`config.mk`:
```
export PLATFORM = sky130hd
export DESIGN_NAME = lstm_seq_ctrl_flat
export DESIGN_NICKNAME = d
export VERILOG_FILES = /design/src/rtl/lstm_seq_ctrl_pkg.sv /design/src/rtl/lstm_seq_ctrl_if.sv /design/src/rtl/lstm_seq_ctrl_fifo.sv /design/src/rtl/lstm_seq_ctrl.sv /design/src/flat_wrapper.sv
export SDC_FILE = /design/constraint.sdc
export NUM_CORES = 1
export LEC_CHECK = 0
export BUFFER_PORTS_ARGS = -buffer_cell sky130_fd_sc_hd__buf_2
export CAP_MARGIN = 20
export CORE_AREA = 2 2 234 236
export CTS_BUF_LIST = sky130_fd_sc_hd__clkbuf_4 sky130_fd_sc_hd__clkbuf_8
export CTS_CLUSTER_SIZE = 10
export DETAILED_ROUTE_END_ITERATION = 16
export DIE_AREA = 0 0 236 238
export HOLD_SLACK_MARGIN = 0.15
export SLEW_MARGIN = 20
export SYNTH_ARGS = -nofsm -noshare
export SYNTH_HDL_FRONTEND = slang
export SYNTH_SLANG_ARGS = --single-unit
```
`constraint.sdc`:
```
create_clock -name clock -period 30.9 [get_ports clock]
set_input_delay 3.09 -clock clock [delete_from_list [all_inputs] [get_ports clock]]
set_output_delay 3.09 -clock clock [all_outputs]
set_load 0.03 [all_outputs]
```
`src/rtl/lstm_seq_ctrl_pkg.sv`:
```
// lstm_pkg: shared types for the LSTM sequence controller.
// Holds the FSM state enum, the sequence-id width and the BITWIDTH helper.
package lstm_pkg;

  localparam int SEQ_ID_W = 16;

  typedef enum logic [2:0] {
    S_IDLE,
    S_CLEAR,
    S_ISSUE,
    S_WAIT,
    S_SETTLE,
    S_RESULT,
    S_OUTPUT
  } state_e;

  function automatic int bitwidth(input int qn, input int qm);
    return qn + qm + 1;
  endfunction

endpackage

```
`src/rtl/lstm_seq_ctrl_if.sv`:
```
// lstm_seq_ctrl_if: token, network and result signals of the sequence controller.
// master = controller side, slave = environment (token source, network, sink).
interface lstm_seq_ctrl_if
  import lstm_pkg::*;
#(
  parameter int RAW_W  = 1,
  parameter int DATA_W = 288
);
  logic                in_valid;
  logic                in_ready;
  logic [RAW_W-1:0]    in_data;
  logic                net_reset;
  logic [RAW_W-1:0]    net_input;
  logic                net_new_sample;
  logic                net_data_ready;
  logic                net_dense_enable;
  logic                net_result_ready;
  logic [DATA_W-1:0]   net_output;
  logic                out_valid;
  logic                out_ready;
  logic [DATA_W-1:0]   out_data;
  logic [SEQ_ID_W-1:0] out_seq_id;
  logic                err_timeout;
  logic                busy;

  modport master (
    input  in_valid, in_data, net_data_ready,
    input  net_result_ready, net_output, out_ready,
    output in_ready, net_reset, net_input,
    output net_new_sample, net_dense_enable,
    output out_valid, out_data, out_seq_id,
    output err_timeout, busy
  );

  modport slave (
    output in_valid, in_data, net_data_ready,
    output net_result_ready, net_output, out_ready,
    input  in_ready, net_reset, net_input,
    input  net_new_sample, net_dense_enable,
    input  out_valid, out_data, out_seq_id,
    input  err_timeout, busy
  );
endinterface

```
`src/rtl/lstm_seq_ctrl_fifo.sv`:
```
// lstm_in_fifo: token FIFO, DEPTH a power of 2; ports push_i/pop_i/data_i,
// data_o (head), full_o, empty_o. Push and pop may happen in the same cycle.
module lstm_in_fifo #(
  parameter int W     = 1,
  parameter int DEPTH = 16
) (
  input  logic         clock,
  input  logic         reset,
  input  logic         push_i,
  input  logic         pop_i,
  input  logic [W-1:0] data_i,
  output logic [W-1:0] data_o,
  output logic         full_o,
  output logic         empty_o
);
  localparam int AW = $clog2(DEPTH);

  logic [W-1:0] mem_q [DEPTH];
  logic [AW:0]  wr_q, wr_d;
  logic [AW:0]  rd_q, rd_d;
  logic         do_push;
  logic         do_pop;

  // extra pointer bit separates full from empty
  assign full_o  = (wr_q[AW] != rd_q[AW]) &&
                   (wr_q[AW-1:0] == rd_q[AW-1:0]);
  assign empty_o = (wr_q == rd_q);
  assign do_push = push_i && !full_o;
  assign do_pop  = pop_i && !empty_o;
  assign data_o  = mem_q[rd_q[AW-1:0]];
  assign wr_d    = do_push ? wr_q + (AW+1)'(1) : wr_q;
  assign rd_d    = do_pop  ? rd_q + (AW+1)'(1) : rd_q;

  always_ff @(posedge clock or posedge reset) begin
    if (reset) begin
      wr_q <= '0;
      rd_q <= '0;
    end else begin
      wr_q <= wr_d;
      rd_q <= rd_d;
    end
  end

  always_ff @(posedge clock) begin
    if (do_push) mem_q[wr_q[AW-1:0]] <= data_i;
  end

endmodule

```
`src/rtl/lstm_seq_ctrl.sv`:
```
// lstm_seq_ctrl: buffers tokens, sequences the LSTM network per timestep and
// returns one dense result per SEQ_LEN tokens. Ports: clock, reset, bus (master).
// Optional watchdog on WAIT/RESULT: define LSTM_SEQ_TIMEOUT_EN.
module lstm_seq_ctrl
  import lstm_pkg::*;
#(
  parameter int RAW_INPUT_BIT  = 1,
  parameter int SEQ_LEN        = 48,
  parameter int FIFO_DEPTH     = 16,
  parameter int QN             = 6,
  parameter int QM             = 11,
  parameter int FINAL_OUT_SIZE = 16,
  parameter int TIMEOUT_CYCLES = 4096
) (
  input logic           clock,
  input logic           reset,
  lstm_seq_ctrl_if.master bus
);
  localparam int BITWIDTH = bitwidth(QN, QM);
  localparam int DATA_W   = FINAL_OUT_SIZE * BITWIDTH;
  localparam int STEP_W   = $clog2(SEQ_LEN + 1);
  localparam logic [STEP_W-1:0] LAST = STEP_W'(SEQ_LEN - 1);

  state_e                   state_q, state_d;
  logic [STEP_W-1:0]        step_q, step_d;
  logic                     cnt_q, cnt_d;
  logic                     dr_prev_q;
  logic [RAW_INPUT_BIT-1:0] tok_q;
  logic                     ns_q;
  logic [DATA_W-1:0]        res_q, res_d;
  logic [SEQ_ID_W-1:0]      seq_q, seq_d;

  logic                     pop;
  logic                     empty;
  logic                     full;
  logic [RAW_INPUT_BIT-1:0] head;
  logic                     rise;
  logic                     wd_hit;
  logic                     dense;
  logic                     err;

  lstm_in_fifo #(
    .W     (RAW_INPUT_BIT),
    .DEPTH (FIFO_DEPTH)
  ) u_fifo (
    .clock   (clock),
    .reset   (reset),
    .push_i  (bus.in_valid),
    .pop_i   (pop),
    .data_i  (bus.in_data),
    .data_o  (head),
    .full_o  (full),
    .empty_o (empty)
  );

  // a level left high from the previous step is not a new completion
  assign rise = bus.net_data_ready && !dr_prev_q;

`ifdef LSTM_SEQ_TIMEOUT_EN
  localparam int WD_W = $clog2(TIMEOUT_CYCLES + 1);

  logic [WD_W-1:0] wd_q, wd_d;
  logic            err_q;
  logic            in_wd;

  assign in_wd  = (state_q == S_WAIT) || (state_q == S_RESULT);
  assign wd_hit = in_wd && (wd_q == WD_W'(TIMEOUT_CYCLES - 1));
  assign wd_d   = (in_wd && !wd_hit) ? wd_q + WD_W'(1) : '0;
  assign err    = err_q;

  always_ff @(posedge clock or posedge reset) begin
    if (reset) begin
      wd_q  <= '0;
      err_q <= 1'b0;
    end else begin
      wd_q <= wd_d;
      if (wd_hit) err_q <= 1'b1;
    end
  end
`else
  assign wd_hit = 1'b0;
  assign err    = 1'b0;
`endif

  always_ff @(posedge clock or posedge reset) begin
    if (reset) begin
      state_q   <= S_IDLE;
      step_q    <= '0;
      cnt_q     <= 1'b0;
      dr_prev_q <= 1'b0;
      tok_q     <= '0;
      ns_q      <= 1'b0;
      res_q     <= '0;
      seq_q     <= '0;
    end else begin
      state_q   <= state_d;
      step_q    <= step_d;
      cnt_q     <= cnt_d;
      dr_prev_q <= bus.net_data_ready;
      ns_q      <= pop;
      res_q     <= res_d;
      seq_q     <= seq_d;
      if (pop) tok_q <= head;
    end
  end

  // cnt_q times the two-cycle CLEAR and SETTLE windows
  always_comb begin
    state_d = state_q;
    step_d  = step_q;
    cnt_d   = 1'b0;
    res_d   = res_q;
    seq_d   = seq_q;
    unique case (state_q)
      S_IDLE: begin
        if (!empty) state_d = S_CLEAR;
      end
      S_CLEAR: begin
        step_d = '0;
        if (cnt_q) state_d = S_ISSUE;
        else       cnt_d   = 1'b1;
      end
      S_ISSUE: begin
        if (!empty) state_d = S_WAIT;
      end
      S_WAIT: begin
        if (wd_hit)    state_d = S_CLEAR;
        else if (rise) state_d = S_SETTLE;
      end
      S_SETTLE: begin
        if (!cnt_q) begin
          cnt_d = 1'b1;
        end else if (step_q == LAST) begin
          state_d = S_RESULT;
        end else begin
          step_d  = step_q + STEP_W'(1);
          state_d = S_ISSUE;
        end
      end
      S_RESULT: begin
        if (wd_hit) begin
          state_d = S_CLEAR;
        end else if (bus.net_result_ready) begin
          res_d   = bus.net_output;
          state_d = S_OUTPUT;
        end
      end
      S_OUTPUT: begin
        if (bus.out_ready) begin
          seq_d   = seq_q + SEQ_ID_W'(1);
          step_d  = '0;
          state_d = empty ? S_IDLE : S_CLEAR;
        end
      end
      default: state_d = S_IDLE;
    endcase
  end

  // dense window opens once the last step index is reached
  always_comb begin
    pop   = (state_q == S_ISSUE) && !empty;
    dense = (step_q == LAST) &&
            (state_q inside {S_ISSUE, S_WAIT,
                             S_SETTLE, S_RESULT});
  end

  assign bus.in_ready         = !full;
  assign bus.net_reset        = (state_q == S_CLEAR);
  assign bus.net_input        = tok_q;
  assign bus.net_new_sample   = ns_q;
  assign bus.net_dense_enable = dense;
  assign bus.out_valid        = (state_q == S_OUTPUT);
  assign bus.out_data         = res_q;
  assign bus.out_seq_id       = seq_q;
  assign bus.err_timeout      = err;
  assign bus.busy             = (state_q != S_IDLE);

endmodule

```
`src/flat_wrapper.sv`:
```
// flat-port wrapper written by rule: the top's interface ports become plain ports
module lstm_seq_ctrl_flat import lstm_pkg::*;
#(
  parameter int RAW_INPUT_BIT  = 1,
  parameter int SEQ_LEN        = 48,
  parameter int FIFO_DEPTH     = 16,
  parameter int QN             = 6,
  parameter int QM             = 11,
  parameter int FINAL_OUT_SIZE = 16,
  parameter int TIMEOUT_CYCLES = 4096
)
  (clock, reset, bus_in_valid, bus_in_data, bus_net_data_ready, bus_net_result_ready, bus_net_output, bus_out_ready, bus_in_ready, bus_net_reset, bus_net_input, bus_net_new_sample, bus_net_dense_enable, bus_out_valid, bus_out_data, bus_out_seq_id, bus_err_timeout, bus_busy);
  lstm_seq_ctrl_if #(.RAW_W(1), .DATA_W(((16) * (18)))) bus_i ();
  input logic clock;
  input logic reset;
  input wire logic [$bits(bus_i.in_valid)-1:0] bus_in_valid;
  input wire logic [$bits(bus_i.in_data)-1:0] bus_in_data;
  input wire logic [$bits(bus_i.net_data_ready)-1:0] bus_net_data_ready;
  input wire logic [$bits(bus_i.net_result_ready)-1:0] bus_net_result_ready;
  input wire logic [$bits(bus_i.net_output)-1:0] bus_net_output;
  input wire logic [$bits(bus_i.out_ready)-1:0] bus_out_ready;
  output wire logic [$bits(bus_i.in_ready)-1:0] bus_in_ready;
  output wire logic [$bits(bus_i.net_reset)-1:0] bus_net_reset;
  output wire logic [$bits(bus_i.net_input)-1:0] bus_net_input;
  output wire logic [$bits(bus_i.net_new_sample)-1:0] bus_net_new_sample;
  output wire logic [$bits(bus_i.net_dense_enable)-1:0] bus_net_dense_enable;
  output wire logic [$bits(bus_i.out_valid)-1:0] bus_out_valid;
  output wire logic [$bits(bus_i.out_data)-1:0] bus_out_data;
  output wire logic [$bits(bus_i.out_seq_id)-1:0] bus_out_seq_id;
  output wire logic [$bits(bus_i.err_timeout)-1:0] bus_err_timeout;
  output wire logic [$bits(bus_i.busy)-1:0] bus_busy;
  assign bus_i.in_valid = bus_in_valid;
  assign bus_i.in_data = bus_in_data;
  assign bus_i.net_data_ready = bus_net_data_ready;
  assign bus_i.net_result_ready = bus_net_result_ready;
  assign bus_i.net_output = bus_net_output;
  assign bus_i.out_ready = bus_out_ready;
  assign bus_in_ready = bus_i.in_ready;
  assign bus_net_reset = bus_i.net_reset;
  assign bus_net_input = bus_i.net_input;
  assign bus_net_new_sample = bus_i.net_new_sample;
  assign bus_net_dense_enable = bus_i.net_dense_enable;
  assign bus_out_valid = bus_i.out_valid;
  assign bus_out_data = bus_i.out_data;
  assign bus_out_seq_id = bus_i.out_seq_id;
  assign bus_err_timeout = bus_i.err_timeout;
  assign bus_busy = bus_i.busy;
  lstm_seq_ctrl #(.RAW_INPUT_BIT(RAW_INPUT_BIT), .SEQ_LEN(SEQ_LEN), .FIFO_DEPTH(FIFO_DEPTH), .QN(QN), .QM(QM), .FINAL_OUT_SIZE(FINAL_OUT_SIZE), .TIMEOUT_CYCLES(TIMEOUT_CYCLES)) u_core (.clock(clock), .reset(reset), .bus(bus_i));
endmodule
```
# After elaboration in Yosys (flattened, before gate mapping)
# Memories as Yosys holds them, arrays and structs flattened. A register that Yosys moved wholly into a read port is not among the register bits.
# Index checks and enable logic that the tools add are counted.
# Widths: inputs -> output; s select.
[totals]
register_bits = 326
ramBits = 16
inputBits = 295
out_inout_bits = 312
wordCells = 68
memories = 1
[memory_table]
columns = ["name", "words", "width", "rd", "rd_ports_with_merged_regs", "write_ports", "line_no", "rtl"]
rows = [
  ["u_core.u_fifo.mem_q", 16, 1, 1, 1, 1, "lstm_seq_ctrl_fifo.sv:18", "logic [W-1:0] mem_q [DEPTH];"],
]
[op_classes]
n_addsub = 4
eq_ne = 18
mux = 18
n_reduce_logical = 18
[ops]
columns = ["cell", "count"]
rows = [
  ["$mux 3", 8],
  ["$pmux 3 s7", 1],
  ["$mux 6", 3],
  ["$pmux 6 s3", 1],
  ["$add 16x1->16 const B", 1],
  ["$add 5x1->5 const B", 2],
  ["$ne 2x2->1 const B", 5],
  ["$eq 3x3->1 const B", 3],
  ["$reduce_and 7->1", 1],
  ["$add 6x1->6 const B", 1],
  ["$eq 3x2->1 const B", 2],
  ["$eq 6x6->1 const B", 1],
  ["$logic_and 1x1->1", 6],
  ["$ne 2x1->1 const B", 3],
  ["$reduce_bool 3->1", 2],
  ["$eq 5x5->1", 1],
  ["$mux 1", 5],
  ["$eq 4x4->1", 1],
  ["$reduce_and 2->1", 2],
  ["$reduce_and 4->1", 1],
  ["$reduce_bool 4->1", 1],
  ["$eq 3x1->1 const B", 1],
  ["$logic_not 1->1", 3],
  ["$logic_not 3->1", 1],
  ["2 further kinds", 2],
]

# Logic depth before layout (Yosys ltp)
[logic_depth]
ltp_word = 6
ltp_mapped = 8

# By module
# A second synthesis with hierarchy kept.
[hier_totals]
hier_cells = 857
hier_area_um2 = 13701.9
[modules_own_cells]
columns = ["mod", "n_inst", "cells_per_inst", "area_per_inst_um2", "seq_area_each_um2"]
rows = [
  ["lstm_seq_ctrl", 1, 754, 12281.8, 7932.6],
  ["lstm_in_fifo", 1, 103, 1420.1, 730.7],
]

# Worst setup path after synthesis
# Ideal clock, no wire load.
[synth_timing]
kind = "register -> output"
startpoint = "register u_core.state_q[2]"
endpoint = "output port bus_net_dense_enable"
arrival_time_ps = 1449
setup_slack_ps = 26361
path_stages_with_launch = 5
cell_sequence = "dfrtp_1 -> clkbuf_1 -> clkbuf_1 -> nand2_1 -> a21oi_1"
[synth_via]
elab_chain_len = 3
[synth_lines]
columns = ["element", "line_no", "rtl"]
rows = [
  ["start, declared", "lstm_seq_ctrl.sv:24", "state_e state_q, state_d;"],
  ["start signal, assigned", "lstm_seq_ctrl.sv:96", "state_q <= state_d;"],
  ["$eq 3x2->1 / $eq 3x3->1 (equally long branches)", "lstm_seq_ctrl.sv:163", "(state_q inside {S_ISSUE, S_WAIT,"],
  ["$reduce_bool 4->1 *", "lstm_seq_ctrl.sv:163", ""],
  ["$logic_and 1x1->1 *", "lstm_seq_ctrl.sv:162", "dense = (step_q == LAST) &&"],
  ["end, declared", "flat_wrapper.sv:26", "output wire logic [$bits(bus_i.net_dense_enable)-1:0] bus_net_dense_enable;"],
]
# Mark *: on every way between the ends. The rest lies on a longest branch, timed or not.

# Worst setup path in the final report
[layout_timing]
startpoint = "register u_core.u_fifo.wr_q[3]"
endpoint = "output port bus_in_ready"
[layout_via]
elab_chain_len = 3
[layout_lines]
columns = ["element", "line_no", "rtl"]
rows = [
  ["start, declared", "lstm_seq_ctrl_fifo.sv:19", "logic [AW:0] wr_q, wr_d;"],
  ["start signal, assigned", "lstm_seq_ctrl_fifo.sv:39", "wr_q <= wr_d;"],
  ["$eq 4x4->1", "lstm_seq_ctrl_fifo.sv:26", "(wr_q[AW-1:0] == rd_q[AW-1:0]);"],
  ["$logic_and 1x1->1", "lstm_seq_ctrl_fifo.sv:25", "assign full_o = (wr_q[AW] != rd_q[AW]) &&"],
  ["$logic_not 1->1", "lstm_seq_ctrl.sv:167", "assign bus.in_ready = !full;"],
  ["end, declared", "flat_wrapper.sv:22", "output wire logic [$bits(bus_i.in_ready)-1:0] bus_in_ready;"],
]
# Every way passes these cells.

==> flow_summary.json <==
{
  "ys_ff_latch": 343,
  "vias": 9237,
  "cts-resized-gates": 0,
  "ir_drop_v": 0.00005566,
  "post-route-util": 0.3457,
  "worstPathCellList": "xor2_1, nor4_4, nand2_1, buf_2",
  "syn_area_sq_um": 13330,
  "cts_max_level": 2,
  "path_buf_inv": 1,
  "path_delay_family": "flip-flops",
  "endpoint_kind": "output pin",
  "final_nets": 1777,
  "fin_tns_setup_ps": 0,
  "slowest_delay_ps": 640,
  "cts_setup_buffers": 0,
  "placed_area_sq_um": 17070,
  "drc": 0,
  "core-area_sq_um": 53500,
  "async_flop_share": 0.9534,
  "drtIter0Drc": 228,
  "powerDensity_nw_per_um2": 114.7,
  "ctsHoldBuffers": 0,
  "netlist.top_cell.by_area": "dfrtp_1",
  "p_comb_frac": 0.419,
  "yosysSeqAreaShare": 0.6499,
  "worst_pin_slew_ps": 1028,
  "reg2reg_slack_ps": 27800,
  "status": "completed",
  "start_util": 0.2492,
  "clockBufferDepth": 3,
  "cp_slowest_cell": "dfrtp_1",
  "skew_ps": 16.56,
  "fill_cells": 5310,
  "crit_type": "flop to output pin",
  "slew-limit-headroom": 0.3149,
  "finalSetupViolCount": 0,
  "p_leak_nw": 9.534,
  "cts_tree": "yes",
  "p_switching_mw": 0.8763,
  "first_pass_iters": 4,
  "stdcell_area_sq_um": 18490,
  "grt_pass1_wl_mm": 54.64,
  "gp_congestion": 0.8167,
  "insertion_delay_ps": 610,
  "ys.flop_type": "dfrtp_1",
  "timing.rr.start": "u_core.state_q[1]",
  "synth_cells": 844,
  "startpoint": "u_core.u_fifo.wr_q[3]",
  "wire_per_inst_um": 16.41,
  "fp.dieW_um": 236,
  "max_freq_mhz": 187.9,
  "crit_arrival_ps": 2230,
  "crit_required_ps": 27810,
  "setup.worst_path.start_class": "flop",
  "die-area_sq_um": 56170,
  "clkTransAtPathRegs_ps": 50,
  "drt_wl_total_mm": 36.47,
  "final_layout_size_suffix_gt1_frac": 0.6684,
  "synth.top_cell.area_share": 0.6139,
  "fp.dieH_um": 238,
  "finalMaxSlewViolations": 0,
  "finalPower_mw": 2.121,
  "drtAntennaViolNets": 0,
  "io_buffers": 605,
  "finalCriticalPeriod_ps": 5322,
  "grt_pass1_vias": 9851,
  "grt_max_degree": 130,
  "root_buffer": "clkbuf_8",
  "vias_per_cell": 4.157,
  "synth_area_per_cell_sq_um": 15.79,
  "yosysUniqueCellTypes": 44,
  "finalHoldViolCount": 0,
  "io_pins": 607,
  "synth-edff-count": 16,
  "drv_cap": 0,
  "rows": 85,
  "whs_ps": 478.5,
  "gr-total-overflow": 0,
  "hp-class": "flop to flop",
  "p_seq_frac": 0.358,
  "cts_buffers": 59,
  "crit_fanout": 13,
  "global_route.usage.total": 0.1233,
  "synth.area.top_cells": "dfrtp_1, mux2_2, edfxtp_1, xnor2_1, buf_2",
  "cts_sinks": 343,
  "syn2layout_area_growth_pct": 38.73,
  "fin_crit_sh": 0.1722,
  "clkPwrFrac": 0.223,
  "p_sw_frac": 0.4132,
  "yosys_warnings": 0,
  "antenna_found_initial": 4,
  "hpwl_mm": 26.97,
  "synth_nets": 1146,
  "p_int_mw": 1.245,
  "min_from": "u_core.bus.out_seq_id[15]",
  "rsz0062_at_grt": "no"
}
## through the flow
step | setup WS [ps] | cells
floorplan | 18760 | 844
global placement | 25290 | 2110
detailed placement | 25250 | 2110
CTS | 25510 | 2219
global route | 25430 | 2221
finish | 25580 | 2222
## path summary, 6_finish.rpt
check                      cells past startpoint                         to
max                                            4               bus_in_ready
min                                            1  u_core.bus.out_seq_id[15]
max reg2reg                                    5     u_core.bus.out_data[5]
min reg2reg                                    1  u_core.bus.out_seq_id[15]
max in group asynchronous                      4    u_core.bus.out_data[86]
min in group asynchronous                      2   u_core.bus.out_data[245]
## cell usage after synthesis, drive strengths merged (8+ instances only)
cell type and instances:
clkbuf 8, xnor2 22, nand4 10, a21oi 9
nor2 10, mux2 292, o21ai 12, dfrtp 327
buf 34, nand2 23, inv 11, edfxtp 16
## metal layers
metal,track usage,vias to the layer above,wire [um]
met5,0,-,21
met4,0.04420,4,881
met3,0.04234,63,3057
met2,0.2207,387,18620
met1,0.1353,4537,13890
li1,-,4246,-
## power by group through the flow
stage                     clock network [mW]  logic [mW]  registers, mW
after global routing                   0.510       0.937          0.784
final                                  0.474       0.888          0.759
after floorplan                            0       0.269           1.10
after CTS                              0.490       0.899          0.761
after global placement                     0       0.888          0.760
after detailed placement                   0       0.899          0.766
## area by class of cell
type                       count  area, sq um  area share
inverter                      11        48.80    0.002639
timing repair buffer         612         3080      0.1666
antenna                        3        7.507   0.0004060
clock inverter                 7        110.1    0.005954
clock buffer                 102         1304     0.07050
tap                          696        870.8     0.04709
multi-input combinational    448         4408      0.2384
sequential                   343         8663      0.4685
## state kept, by name, summed over array words and instances, names as in the netlist
register,cells
u_core.bus.out_data,288
u_core.bus.out_seq_id,16
u_core.u_fifo.mem_q,16
u_core.step_q,6
u_core.u_fifo.rd_q,5
u_core.u_fifo.wr_q,5
u_core.state_q,3
u_core.bus.net_input,1
u_core.bus.net_new_sample,1
u_core.cnt_q,1
u_core.dr_prev_q,1
## kinds of logic after synthesis
| kind of cell | share of synthesized area |
|---|---|
| AOI/OAI and AO/OA | 0.01633 |
| xor gates and xnor gates | 0.01962 |
| adders and majority gates | 0.006570 |
| buffers and inverters | 0.01943 |
| DFF | 0.6499 |
| muxes | 0.2550 |
| other | 0.0002813 |
| and+or+nand+nor | 0.03285 |
## cell usage in the layout (no fill, tap or decap), drive strengths merged, types with 9 or more instances in the layout
master	instances
a21oi	9
buf	612
clkbuf	102
dfrtp	327
edfxtp	16
inv	11
mux2	292
nand2	23
nand4	10
nor2	10
o21ai	12
xnor2	22
Power figures use the tool's default switching activity.
